**config.mk**
```make
export PLATFORM = sky130hd
export DESIGN_NAME = seq_det_101_sched
export DESIGN_NICKNAME = d
export VERILOG_FILES = /design/src/rtl/seq_det_pkg.sv /design/src/rtl/seq_det_core.sv /design/src/rtl/seq_det_101_sched.sv
export SDC_FILE = /design/constraint.sdc
export NUM_CORES = 1
export LEC_CHECK = 0
export ABC_AREA = 1
export BUFFER_PORTS_ARGS = -buffer_cell sky130_fd_sc_hd__buf_2
export CAP_MARGIN = 25
export CORE_MARGIN = 5
export CORE_UTILIZATION = 45
export DETAILED_ROUTE_END_ITERATION = 16
export GPL_TIMING_DRIVEN = 0
export PLACE_DENSITY_LB_ADDON = 0.1
export SYNTH_ARGS = -nofsm -noshare
export SYNTH_HDL_FRONTEND = slang
export SYNTH_HIERARCHICAL = 1
export SYNTH_SLANG_ARGS = --single-unit
```
**constraint.sdc**
```tcl
create_clock -name clk -period 4.83 [get_ports clk]
set_clock_uncertainty 0.05 [all_clocks]
set_input_delay 0.2415 -clock clk [delete_from_list [all_inputs] [get_ports clk]]
set_output_delay 0.2415 -clock clk [all_outputs]
set_load 0.01 [all_outputs]
```
**src/rtl/seq_det_pkg.sv**
```systemverilog
// Shared encodings for the 101 detector and its round-robin scheduler.
// Build option SEQ_DET_SCHED_OVERLAP_EN is consumed by seq_det_core.
package seq_det_pkg;

    typedef logic [1:0] det_state_t;
    localparam det_state_t S0 = 2'b00;
    localparam det_state_t S1 = 2'b01;
    localparam det_state_t S2 = 2'b10;

    typedef logic [1:0] sched_state_t;
    localparam sched_state_t IDLE  = 2'b00;
    localparam sched_state_t SHIFT = 2'b01;
    localparam sched_state_t RESP  = 2'b10;

endpackage

```
**src/rtl/seq_det_core.sv**
```systemverilog
// Mealy 101 detector with synchronous clear and bit enable.
// SEQ_DET_SCHED_OVERLAP_EN: a detect returns to S1 instead of S0.
module seq_det_core
    import seq_det_pkg::*;
(
    input  logic clk,
    input  logic rst,
    input  logic clr,
    input  logic en,
    input  logic x,
    output logic y
);

    det_state_t state;
    det_state_t state_nxt;

    always_comb begin
        state_nxt = state;
        y         = 1'b0;
        if (clr) begin
            state_nxt = S0;
        end else if (en) begin
            case (state)
                S0: state_nxt = x ? S1 : S0;
                S1: state_nxt = x ? S1 : S2;
                S2: begin
                    if (x) begin
                        y = 1'b1;
`ifdef SEQ_DET_SCHED_OVERLAP_EN
                        // Trailing 1 of this match seeds the next one.
                        state_nxt = S1;
`else
                        state_nxt = S0;
`endif
                    end else begin
                        state_nxt = S0;
                    end
                end
                default: state_nxt = S0;
            endcase
        end
    end

    always_ff @(posedge clk or negedge rst) begin
        if (!rst) begin
            state <= S0;
        end else begin
            state <= state_nxt;
        end
    end

endmodule

```
**src/rtl/seq_det_101_sched.sv**
```systemverilog
// Round-robin scheduler sharing one 101 detector among NREQ requesters;
// each word is shifted MSB-first and its detection count returned with the id.
module seq_det_101_sched
    import seq_det_pkg::*;
#(
    parameter int NREQ  = 4,
    parameter int WIDTH = 8,
    localparam int IDW   = $clog2(NREQ),
    localparam int CNT_W = $clog2(WIDTH + 1)
) (
    input  logic                  rst,
    input  logic                  clk,
    input  logic [NREQ-1:0]       req_valid,
    input  logic [NREQ*WIDTH-1:0] req_data,
    output logic [NREQ-1:0]       req_ready,
    output logic                  rsp_valid,
    input  logic                  rsp_ready,
    output logic [IDW-1:0]        rsp_id,
    output logic [CNT_W-1:0]      rsp_count,
    output logic                  busy
);

    sched_state_t     state;
    logic [IDW-1:0]   last_grant;
    logic             grant_found;
    logic [IDW-1:0]   grant_idx;
    logic [WIDTH-1:0] grant_word;
    logic [WIDTH-1:0] shift_reg;
    logic [CNT_W-1:0] bit_cnt;
    logic             accept;
    logic             det_en;
    logic             det_y;

    // Round-robin search begins one past the previous winner.
    always_comb begin
        int       idx_int;
        logic [IDW-1:0] idx;
        grant_found = 1'b0;
        grant_idx   = '0;
        for (int i = 1; i <= NREQ; i++) begin
            idx_int = (int'(last_grant) + i) % NREQ;
            idx     = IDW'(idx_int);
            if (!grant_found && req_valid[idx]) begin
                grant_found = 1'b1;
                grant_idx   = idx;
            end
        end
    end

    assign grant_word = req_data[int'(grant_idx)*WIDTH +: WIDTH];
    assign accept     = rst && (state == IDLE) && grant_found;
    assign det_en     = (state == SHIFT);

    always_comb begin
        req_ready = '0;
        if (accept) begin
            req_ready[grant_idx] = 1'b1;
        end
    end

    seq_det_core u_core (
        .clk (clk),
        .rst (rst),
        .clr (accept),
        .en  (det_en),
        .x   (shift_reg[WIDTH-1]),
        .y   (det_y)
    );

    always_ff @(posedge clk or negedge rst) begin
        if (!rst) begin
            state      <= IDLE;
            last_grant <= IDW'(NREQ - 1);
            shift_reg  <= '0;
            bit_cnt    <= '0;
            rsp_valid  <= 1'b0;
            rsp_id     <= '0;
            rsp_count  <= '0;
            busy       <= 1'b0;
        end else begin
            case (state)
                IDLE: begin
                    if (grant_found) begin
                        shift_reg  <= grant_word;
                        rsp_id     <= grant_idx;
                        last_grant <= grant_idx;
                        bit_cnt    <= '0;
                        rsp_count  <= '0;
                        busy       <= 1'b1;
                        state      <= SHIFT;
                    end
                end
                SHIFT: begin
                    shift_reg <= {shift_reg[WIDTH-2:0], 1'b0};
                    bit_cnt   <= bit_cnt + CNT_W'(1);
                    if (det_y) begin
                        rsp_count <= rsp_count + CNT_W'(1);
                    end
                    // Last bit: the final detect lands in rsp_count on this same edge.
                    if (bit_cnt == CNT_W'(WIDTH - 1)) begin
                        rsp_valid <= 1'b1;
                        state     <= RESP;
                    end
                end
                RESP: begin
                    if (rsp_ready) begin
                        rsp_valid <= 1'b0;
                        busy      <= 1'b0;
                        state     <= IDLE;
                    end
                end
                default: begin
                    rsp_valid <= 1'b0;
                    busy      <= 1'b0;
                    state     <= IDLE;
                end
            endcase
        end
    end

endmodule
```
==> metrics.csv <==
metric,value,unit
status,completed,
metal1 wirelength,1840,um
Logic pwr share,67.5,%
Tcrit/Tclk final,53.7,%
ant diodes,0,
Clk pwr share,10.6,%
met3 wire length,257,um
Mapped Cells,254,
Core Area,3720,um2
Layout fillers,386,
Least-Margin Pin Slew,0.588,ns
Yosys top cell area share,34.3,%
full die area,5240,um2
WS Path Type,flop to flop,
FMAX,385,MHz
port buffer count,50,
syn_nets,295,
CTS tree,built,
later-pin clock latency in the skew report,0.27,ns
minimum clock period after layout,2.60,ns
Vias,1745,
die height,72.4,um
Power Density,783,nW/um2
Slew Limit Fails,0,
Unique masters post-synth,31,
setup violators final,0,
first-pass GRT wire length,6600,um
internal portion of total power,0.000835,W
Max rail drop VDD,0.371,mV
I/O pins,51,
DR vias/cell,4.89,
reg2reg path depth,21,
top cell type by total area after synthesis,dfrtp_1,
Hold Path Class,input port to flop,
Avg WL per Cell,11.2,um
"Seq/Total Area, Yosys",37.3,%
top post-synthesis cells by area,"dfrtp_1 34%, nand2_1 20%, nand3_1 6.3%",
sequential power share,21.9,%
Placed Instances,352,
Max clock buf depth,2,
hold path cells,2,
metal2 WL,1880,um
routed wire length,4010,um
final layout net count,351,
startpoint types,flop,
RSZ-0062 raised after global routing,no,
root buf cell,clkbuf_8,
Synth Cell Area,1750,um2
CTS buffer count,3,
initial core utilization,47.1,%
drt drc,0,
Yosys Warn Count,6,
initial antenna violation count,0,
DR top layer,met4,
H-Tree Depth,1,
GRT Util Overall,15.5,%
Placer Congestion,0.782,
Initial DRT Pass Iterations,4,
clock slew at reported path FFs,0.09,ns
P_leak,1.20,nW
Seq cells post-synth,26,
Synth Area per Inst,6.89,um2
Psw,0.000842,W
Fin Setup TNS,0,ns
Post-DRT Antenna Nets,0,
Initial DRC Count,65,
gr ovfl total,0,
crit path max fanout,9,
row count,22,
share of layout cells above drive strength 1,27.5,%
largest net degree at the start of global routing,28,
Sw Share,50.2,%
Min Hold Slack,0.116,ns
Non-Filler Instances,357,
synth-to-layout area growth,22.4,%
WP data arrival,2.74,ns
Max Cap Viol,0,
Crit path required time,4.98,ns
max reg flops,8,
DP HPWL,3140,um
die width,72.4,um
final hold vios,0,
TritonCTS Sinks,26,
crit path capture type,flop,
vias in the first global route,1581,
Rel. slew slack,60.8,%
placed cells by master, fill, tap and decap left out:
master / n
a21oi_1: 2
o21a_1: 1
o21ai_1: 4
nor2_2: 2
a22o_1: 2
nor2_4: 2
buf_4: 1
nand3b_1: 1
nor3_2: 1
ha_1: 2
buf_8: 2
nand4_1: 8
mux2_2: 1
nand2_4: 1
clkbuf_8: 3
buf_2: 53
inv_1: 27
nand2_2: 9
nor3_1: 3
nand2_1: 95
nor2_1: 13
clkbuf_1: 1
dlygate4sd3_1: 1
inv_2: 3
o21ai_0: 15
xor2_1: 1
buf_6: 1
dfstp_2: 2
bufinv_16: 1
nand3_1: 22
o22ai_1: 2
nand3_2: 2
dfrtp_1: 24
inv_6: 1
critical path: stages (launching register included):
cell and delay, ns:
dfstp_2 0.53, buf_6 0.14, inv_6 0.06, nand2_1 0.06
nand2_1 0.08, nand2_2 0.08, nand2_2 0.07, nor2_4 0.11
nand3b_1 0.10, nand2_1 0.08, inv_1 0.06, nand2_1 0.15
inv_1 0.10, inv_2 0.07, nand2_1 0.06, nor3_2 0.11
nand2_1 0.07, inv_1 0.12, nor2_1 0.08, nor2_1 0.12
o21ai_0 0.08, a21oi_1 0.13
routing by layer:
layer  track usage (%)  vias up
li1                  -      920
met1              19.7      774
met4              3.28        0
met2              27.1       49
met5                 0        -
met3              3.32        2
cell type report:
cell class	instances	area (um2)	share of cell area, %
clock buffers	3	41.3	1.93
multi-input cells	189	908	42.4
well taps	48	60.1	2.80
inverters	31	121	5.67
flip-flops and latches	26	653	30.5
clock inverters	1	30.0	1.40
repair buffers	51	260	12.1
plain buffers	8	67.6	3.15
cells by family (layout without fill, tap and decap cells):
kind of cell,after synthesis,count (layout),share of synthesized area [%]
adders and majority gates,2,2,1.43
buffers and inverters,39,94,10.8
AOI/OAI and AO/OA,26,26,8.15
DFF,26,26,37.3
muxes,1,1,0.643
and+or+nand+nor,159,159,41.2
xor gates and xnor gates,1,1,0.500
per-stage QoR:
step	setup slack, ns	area, um2	utilization (%)	total power (W)
after floorplan	2.56	1750	-	0.00125
after global placement	2.29	2060	55.5	0.00149
after detailed placement	2.22	2060	55.5	0.00151
after CTS	2.18	2140	57.6	0.00170
after global routing	1.91	2140	57.6	0.00185
final	2.23	2140	57.6	0.00168
worst paths after layout:
kind / start / to / slack (ns)
worst max-delay path: last_grant[0]$_DFFE_PN1P_ / rsp_count[3]$_DFFE_PN0P_ / 2.23
worst min-delay path: rsp_ready / state[1]$_DFFE_PN0P_ / 0.12
worst max register to register: last_grant[0]$_DFFE_PN1P_ / rsp_count[3]$_DFFE_PN0P_ / 2.23
worst min register to register: rsp_count[3]$_DFFE_PN0P_ / rsp_count[3]$_DFFE_PN0P_ / 0.43
max in group asynchronous: rst / bit_cnt[2]$_DFFE_PN0P_ / 3.89
min in group asynchronous: rst / rsp_id[0]$_DFFE_PN0P_ / 0.45
power by group through the flow:
stage / logic, W / clock network, W / registers, W
2_1_floorplan: 0.000883 / 0 / 0.000369
3_3_place_gp: 0.00112 / 0 / 0.000368
3_5_place_dp: 0.00114 / 0 / 0.000370
4_1_cts: 0.00115 / 0.000183 / 0.000367
5_1_grt: 0.00128 / 0.000193 / 0.000379
6_report: 0.00113 / 0.000179 / 0.000367
synthesized netlist by cell type, drive strengths merged:
library cell,instances
o22ai,2
o21a,1
nand3,24
nor3,4
nor2,17
dfstp,2
mux2,1
o21ai,19
xor2,1
buf,7
a22o,2
clkbuf,1
a21oi,2
dfrtp,24
nand2,105
nand3b,1
nand4,8
ha,2
inv,31
timing repair:
item / 4_1_cts / 5_1_grt
setup buffers: 0 / 0
hold endpoints to repair: 24 / 0
hold buffers: 1 / 0
gates resized for setup: 0 / 0
Power figures use the tool's default switching activity.
